--- src/rtl/fifo_fwft_read_adapter.sv ---
// Read-side adapter for the async FIFO: issues reads to the half controller, tracks words
// in the RAM read pipeline and re-presents them as a first-word-fall-through valid/ready stream.
module fifo_fwft_read_adapter #(
    parameter  int DATA_WIDTH  = 32,
    parameter  int RAM_LATENCY = 1,
    localparam int BUF_DEPTH   = RAM_LATENCY + 2,
    localparam int CNT_W       = $clog2(BUF_DEPTH + 1)
) (
    input  logic                  clk,
    input  logic                  rst_n,
    input  logic                  ctrl_empty,
    output logic                  ctrl_inc,
    input  logic [DATA_WIDTH-1:0] ram_dout,
    output logic                  m_valid,
    input  logic                  m_ready,
    output logic [DATA_WIDTH-1:0] m_data,
    output logic [CNT_W-1:0]      occupancy,
    output logic                  err_overflow
);
    localparam int               PTR_W    = $clog2(BUF_DEPTH);
    localparam int               SUM_W    = CNT_W + 1;
    localparam logic [PTR_W-1:0] LAST_IDX = PTR_W'(BUF_DEPTH - 1);
    localparam logic [CNT_W-1:0] FULL_CNT = CNT_W'(BUF_DEPTH);

    logic                   r_inc_en;
    logic [RAM_LATENCY-1:0] r_inflight;
    logic [PTR_W-1:0]       r_wr_ptr;
    logic [PTR_W-1:0]       r_rd_ptr;
    logic [CNT_W-1:0]       r_count;
    logic                   r_err;
    logic [DATA_WIDTH-1:0]  r_mem [BUF_DEPTH];

    logic                   w_issue;
    logic                   w_ret;
    logic                   w_push;
    logic                   w_pop;
    logic                   w_full;
    logic [CNT_W-1:0]       w_inflight_cnt;
    logic [SUM_W-1:0]       w_committed;
    logic [RAM_LATENCY-1:0] w_inflight_next;

    // Depth is not a power of two, so pointers wrap explicitly.
    function automatic logic [PTR_W-1:0] ptr_inc(input logic [PTR_W-1:0] p);
        return (p == LAST_IDX) ? '0 : p + PTR_W'(1);
    endfunction

    always_comb begin
        w_inflight_cnt = '0;
        for (int i = 0; i < RAM_LATENCY; i++) begin
            w_inflight_cnt = w_inflight_cnt + CNT_W'(r_inflight[i]);
        end
    end

    always_comb begin
        w_inflight_next    = r_inflight << 1;
        w_inflight_next[0] = w_issue;
    end

    // Only registered terms feed the request, so the skid always has room for every
    // word already committed to the RAM pipeline.
    assign w_committed = SUM_W'(r_count) + SUM_W'(w_inflight_cnt);
    assign ctrl_inc    = r_inc_en && (w_committed < SUM_W'(BUF_DEPTH));
    assign w_issue     = ctrl_inc & ~ctrl_empty;
    assign w_ret       = r_inflight[RAM_LATENCY-1];
    assign w_pop       = (r_count != '0) && m_ready;
    assign w_full      = (r_count == FULL_CNT);
    assign w_push      = w_ret && (!w_full || w_pop);

    always_ff @(posedge clk) begin
        if (!rst_n) begin
            r_inc_en   <= 1'b0;
            r_inflight <= '0;
            r_wr_ptr   <= '0;
            r_rd_ptr   <= '0;
            r_count    <= '0;
            r_err      <= 1'b0;
        end else begin
            r_inc_en   <= 1'b1;
            r_inflight <= w_inflight_next;
            if (w_push) begin
                r_wr_ptr <= ptr_inc(r_wr_ptr);
            end
            if (w_pop) begin
                r_rd_ptr <= ptr_inc(r_rd_ptr);
            end
            case ({w_push, w_pop})
                2'b10:   r_count <= r_count + CNT_W'(1);
                2'b01:   r_count <= r_count - CNT_W'(1);
                default: r_count <= r_count;
            endcase
            if (w_ret && w_full && !w_pop) begin
                r_err <= 1'b1;
            end
        end
    end

    always_ff @(posedge clk) begin
        if (w_push) begin
            r_mem[r_wr_ptr] <= ram_dout;
        end
    end

    assign m_valid      = (r_count != '0);
    assign m_data       = r_mem[r_rd_ptr];
    assign occupancy    = r_count;
    assign err_overflow = r_err;

endmodule
--- config.mk ---
export PLATFORM = sky130hd
export DESIGN_NAME = fifo_fwft_read_adapter
export DESIGN_NICKNAME = d
export VERILOG_FILES = /design/src/rtl/fifo_fwft_read_adapter.sv
export SDC_FILE = /design/constraint.sdc
export NUM_CORES = 1
export LEC_CHECK = 0
export ABC_AREA = 1
export ABC_CLOCK_PERIOD_IN_PS = 2650
export CAP_MARGIN = 10
export CORE_MARGIN = 2
export CORE_UTILIZATION = 49
export CTS_BUF_LIST = sky130_fd_sc_hd__clkbuf_4
export CTS_CLUSTER_DIAMETER = 50
export CTS_CLUSTER_SIZE = 28
export DETAILED_ROUTE_END_ITERATION = 16
export PLACE_DENSITY_LB_ADDON = 0.05
export RECOVER_POWER = 50
export SETUP_SLACK_MARGIN = 0.3
export SYNTH_ARGS = -nofsm -noshare
export SYNTH_HDL_FRONTEND = slang
export SYNTH_SLANG_ARGS = --single-unit
--- constraint.sdc ---
create_clock -name clk -period 2.65 [get_ports clk]
set_input_delay 0.795 -clock clk [delete_from_list [all_inputs] [get_ports clk]]
set_output_delay 0.795 -clock clk [all_outputs]
set_load 0.005 [all_outputs]
==> flow_metrics.env <==
export IMPL_swShare=0.2626
export IMPL_finalHoldViolations=0
export IMPL_grt_pass1_vias=2540
export IMPL_powerDensity_nw_per_um2=679.1
export IMPL_totalWireLength_mm=8.318
export IMPL_cts_tree="yes"
export IMPL_arrival_ps=1740
export IMPL_overflow=0
export IMPL_ys_ff_latch=107
export IMPL_synth_top_area_cell="edfxtp_1"
export IMPL_first_pass_iters=4
export IMPL_num_vias=2631
export IMPL_outcome="finished, final reports clean"
export IMPL_dp_cells=477
export IMPL_fin_nets=441
export IMPL_port_buffers=72
export IMPL_power_internal_mw=2.687
export IMPL_power_frac_comb=0.221
export IMPL_fin_tns_setup_ps=0
export IMPL_htree_levels=3
export IMPL_worst_slew_margin_rel=0.5685
export IMPL_seq_power_share=0.524
export IMPL_grt_max_degree=33
export IMPL_hp_class="reg -> reg"
export IMPL_die_h_um=94.62
export IMPL_place_congestion=0.7450
export IMPL_syn_num_nets=341
export IMPL_cp_end_kind="primary output"
export IMPL_die_area_um2=8953
export IMPL_power_mw=3.644
export IMPL_synthCells=302
export IMPL_clk_path_buf_depth=2
export IMPL_final_cell_mix="edfxtp_1 (96), a21oi_1 (47), nor2_1 (42)"
export IMPL_die_w_um=94.62
export IMPL_fmax_mhz=394.5
export IMPL_wire_per_inst_um=16.25
export IMPL_vias_per_cell=5.139
export IMPL_ios=73
export IMPL_critPathKind="reg -> out"
export IMPL_path_max_fanout=14
export IMPL_drc=0
export IMPL_fin_skew_ps=18.73
export IMPL_post_route_util=0.6631
export IMPL_yosys_top_cells_area="edfxtp_1 (72%), a21oi_1 (8.6%), dfxtp_1 (5.5%), nand2_1 (4.0%), nor2_1 (3.9%)"
export IMPL_cts_sinks=107
export IMPL_cp_data_required_time_ps=1860
export IMPL_synth_area_um2=4024
export IMPL_drive_gt1_frac=0.2531
export IMPL_power_switching_uw=957.1
export IMPL_grtUsageTotal=0.1908
export IMPL_ys_warn_count=0
export IMPL_rows=33
export IMPL_clock_tree_root_cell="clkbuf_4"
export IMPL_start_util=0.4972
export IMPL_fin_crit_sh=0.9565
export IMPL_synth_top_area_share=0.7164
export IMPL_power_leakage_nw=2.030
export IMPL_rsz0062_at_grt="true"
export IMPL_vdd_ir_drop_worst_uv=333.2
export IMPL_place_hpwl_mm=4.977
export IMPL_synth_cell_types=19
export IMPL_ant_nets=0
export IMPL_antenna_cells=0
export IMPL_grt_pass1_wl_mm=12.63
export IMPL_setup_violations_final=0
export IMPL_antenna_found_initial=0
export IMPL_clkPwrFrac=0.255
export IMPL_max_cap_violations=0
export IMPL_cts_buffers=9
export IMPL_mostFrequentLayoutCell="edfxtp_1"
export IMPL_worst_pin_slew_ps=644.8
export IMPL_min_period_ps=2535
export IMPL_path_clk_slew_ps=160
export IMPL_drt_initial_drc_count=126
export IMPL_syn_avg_cell_area_um2=13.32
export IMPL_syn_to_final_growth_pct=33.36
export IMPL_seq_area_frac_synth=0.7711
export IMPL_cp_start_kind="register"
export IMPL_ctsHoldBuffers=0
export IMPL_finalNonFillerCells=512
export IMPL_slew_viol_final=0
export IMPL_fin_area_um2=5366
export IMPL_clk_latency_ps=440
export IMPL_placed_area_um2=4947
export IMPL_fp_coreArea_um2=8093
## cell families after synthesis
family | after synthesis | synth area share
AOI/OAI and AO/OA | 71 | 0.09173
xor gates and xnor gates | 1 | 0.002177
adders and majority gates | 3 | 0.009329
buffers and inverters | 27 | 0.03420
DFF | 107 | 0.7711
and+or+nand+nor | 93 | 0.09142
## worst paths after layout
check	from	to	slack [ps]	depth (start not counted)
worst min register to register	err_overflow$_SDFFE_PN0P_	err_overflow$_SDFFE_PN0P_	470	2
worst min-delay path	err_overflow$_SDFFE_PN0P_	err_overflow$_SDFFE_PN0P_	470	2
worst max register to register	occupancy[0]$_SDFFE_PN0P_	r_mem[2][31]$_DFFE_PP_	810	5
worst max-delay path	register	m_data[18]	120	4
## state kept, by name (all words and copies together) (netlist names), named ones only
register      flops
occupancy         2
err_overflow      1
r_wr_ptr          2
r_inflight        1
r_mem            96
r_inc_en          1
r_rd_ptr          2
## worst max-delay path, stage by stage, from the launching register on
cell and delay [ps]:
dfxtp_4 440, buf_8 170, a21oi_1 80, a21oi_1 120
clkdlybuf4s50_1 510
## power groups by stage
| stage | logic (mW) | registers (mW) | clock network (mW) |
|---|---|---|---|
| after CTS | 0.769 | 1.91 | 0.939 |
| final | 0.805 | 1.91 | 0.929 |
| after global placement | 0.740 | 1.94 | 0 |
| after floorplan | 0.326 | 1.93 | 0 |
| after global routing | 0.887 | 1.92 | 1.00 |
| after detailed placement | 0.747 | 1.94 | 0 |
## cell type report
cell class | instances | area [um^2]
Sequential cell | 107 | 3122
Fill cell | 635 | 2726
Timing Repair Buffer | 103 | 987.2
Multi-Input combinational cell | 168 | 900.9
Tap cell | 105 | 131.4
Clock inverter | 7 | 98.84
Clock buffer | 9 | 67.56
Inverter | 13 | 58.81
## per-layer routing
metal | global-route usage | vias to the layer above | wire length [um]
met5 | 0 | - | 0
met4 | 0.07246 | 0 | 74
met1 | 0.2549 | 1295 | 3645
li1 | - | 1274 | -
met3 | 0.02953 | 6 | 316
met2 | 0.3174 | 56 | 4282
## stage by stage
| stage | hold WS [ps] | worst slack (ps) |
|---|---|---|
| 6_report | 465.2 | 115.2 |
| 5_1_grt | 491.3 | 2.160 |
| 4_1_cts | 465.5 | 44.45 |
| 3_5_place_dp | 442.6 | 283.4 |
| 3_3_place_gp | 442.4 | 300.1 |
| 2_1_floorplan | 446.6 | 378.9 |
## cell usage after synthesis
cell type  number
nand2_2         1
inv_1          10
nor3_1          1
o211ai_1        1
nor2_1         42
nand3_1         3
or2_1           1
nand2_1        43
buf_6           3
xor2_1          1
a21oi_4         1
dfxtp_1        11
nand4_1         1
a21oi_1        69
buf_2          11
edfxtp_1       96
ha_1            3
inv_2           3
nand3_2         1
## repair_timing
| action | 4_1_cts | 5_1_grt |
|---|---|---|
| setup endpoints to repair | 35 | 33 |
| pin swaps | 3 | 13 |
| gates resized for setup | 70 | 84 |
| buffers inserted | 9 | 10 |
Note: power is estimated with default switching activity, not from simulation.
==> RTL change, RTL diff (same settings) <==
Reset style: asynchronous (`rst_n`), changed in one clocked block.
--- a/src/rtl/fifo_fwft_read_adapter.sv
+++ b/src/rtl/fifo_fwft_read_adapter.sv
@@ -66,7 +66,7 @@
     assign w_full      = (r_count == FULL_CNT);
     assign w_push      = w_ret && (!w_full || w_pop);
 
-    always_ff @(posedge clk) begin
+    always_ff @(posedge clk or negedge rst_n) begin
         if (!rst_n) begin
             r_inc_en   <= 1'b0;
             r_inflight <= '0;
Behaviour: differs if rst_n is asserted again (counterexample within 4 cycles, from zero or initial values and one cycle with rst_n low); with rst_n held inactive, the same outputs for 10 cycles.
==> RTL change against the unedited design <==
Final area up 0.63%; largest cell class unchanged; sequential cell count down 2; area after synthesis up 7.2%; wire length down 3.7%; worst setup slack better by 39 ps; via count down 2.4%.
Power is not compared: it rests on default switching activity, and its combinational part moved more than twofold at a synthesized area within 25%.
==> RTL change: results (changes against the unedited design) <==
** Hold path
- The beginning of the worst hold path is err_overflow (unchanged).
- Hold Path Stages :: 1 (was 2)
- The endpoint of the worst hold-timing path is err_overflow (unchanged).
- The worst hold path class is reg2reg (unchanged).

** Place
- Dpl ws :: 185 ps (was 283 ps)
- The number of placed instances, taps included was 475 (was 477).
- Total cell area at the placement stage :: 5130 sq um (was 4950 sq um)
- The global placer's final weighted congestion came to 0.721 (was 0.745).

** Detailed routing
- The detailed-route via count was 2568 (was 2631).
- The routed length on met2 came to 4.10 mm (was 4.28 mm).
- Total met3 wirelength after detailed routing :: 251 microns (was 316 microns)
- Number of vias per cell after detailed routing :: 5.15 (was 5.14)
- The starting DRC count in detailed routing is 135 (was 126).
- Detail-routed net length per standard cell :: 16.1 microns (was 16.2 microns)
- The met1 wire length came to 3.55 mm (was 3.65 mm).

** Outcome
- Status :: finished, final reports clean (unchanged)

** Worst setup path
- CP endpoint :: m_data[20] (was m_data[18])
- Startpoint of the most critical register-to-register path :: occupancy[0] (unchanged)
- Reg-to-reg slack, setup :: 740 ps (was 810 ps)
- Worst flop-to-flop path endpoint :: r_mem[2][16] (was r_mem[2][31])

** Clock tree
- The number of sinks on the clock net is 105 (was 107).
- The post-cts gate resize count came to 114 (was 70).
- The clock transition at the registers of the reported paths was 140 ps (was 160 ps).
- Setup fix buffers added after clock tree synthesis :: 5 (was 9)

** Final layout
- Number of multi-input logic gates :: 131 (was 168)
- The filler cell count in the final layout was 674 (was 635).
- Count of plain and timing-repair buffers in the layout :: 94 (was 103)
- Fraction of final layout cells sized beyond drive strength 1 :: 0.279 (was 0.253)
- Antenna Diode Count :: 1 (was 0)
- The layout overhead on the synthesized area is 25.2% (was 33.4%).
- Non-Clock Inverter Count :: 44 (was 13)
- The buffer share of cell area is 0.174 (was 0.184).
- Fraction of area in multi-input gates :: 0.166 (was 0.168)
- The number of clock buffers in the layout was 11 (was 9).
- Sequential cell area in the final layout :: 3110 sq um (was 3120 sq um)

** Global route
- Number of global-route vias before repair :: 2578 (was 2540)
- Largest net degree at the start of global routing :: 35 (was 33)
- Number of antenna violations at the first check in global routing :: 1 (was 0)
- The total global-route track usage came to 0.175 (was 0.191).
- The first-pass GRT wire length came to 12.8 mm (was 12.6 mm).

** Logic synthesis
- The sequential-to-total area share from yosys stat is 0.720 (was 0.771).
- Leading cell types by total area after synthesis: edfxtp_1 (67%), o211ai_2 (8.7%), dfrtp_1 (5.2%) (was edfxtp_1 (72%), a21oi_1 (8.6%), dfxtp_1 (5.5%)).
- The net count of the mapped netlist came to 333 (was 341).
- Distinct cells, synth :: 23 (was 19)
- The share of flip-flops with an asynchronous set or reset after synthesis was 0.0857 (was 0).

** Power
- Power spread over the standard cell area amounts to around 950 nW/um^2.
- Cell internal power dissipation :: between 0.003 and 0.004 W

** STA
- The largest clock skew in the final design is 22.9 ps (was 18.7 ps).
- The worst-case hold slack was 504 ps (was 465 ps).
- Relative slew slack :: 0.558 (was 0.569)
==> RTL change: cell types whose count changed after synthesis, sizes merged, moves of 5 or more <==
cell	unedited run	this run
a21oi	70	2
nor2	42	2
nand3	4	38
o211ai	1	32
inv	13	43
dfxtp	11	0
dfrtp	0	9
buf	14	6
clkbuf	0	8
o21ai	0	5
==> RTL change: logic make-up (layout without fill, tap and decap cells) <==
logic type                 count (synthesis)  in the layout  share of synthesized area
adders and majority gates                  2              2                    0.00580
buffers and inverters                     59            154                     0.0815
and+or+nand+nor                           88             88                     0.0899
AOI/OAI and AO/OA                         40             40                      0.102
other                                      1              2                   0.000869
DFF                                      105            105                      0.720
==> RTL change: per-layer routing <==
layer | track usage | up-vias
li1 | - | 1242
met1 | 0.224 | 1263
met2 | 0.296 | 53
met3 | 0.0301 | 10
met4 | 0.0726 | 0
met5 | 0 | -
==> RTL change: critical path, cell delays in order (launching register included) <==
cell and delay, ps:
dfrtp_1 430, or2_4 280, buf_8 170, o211ai_2 160, clkdlybuf4s15_2 220
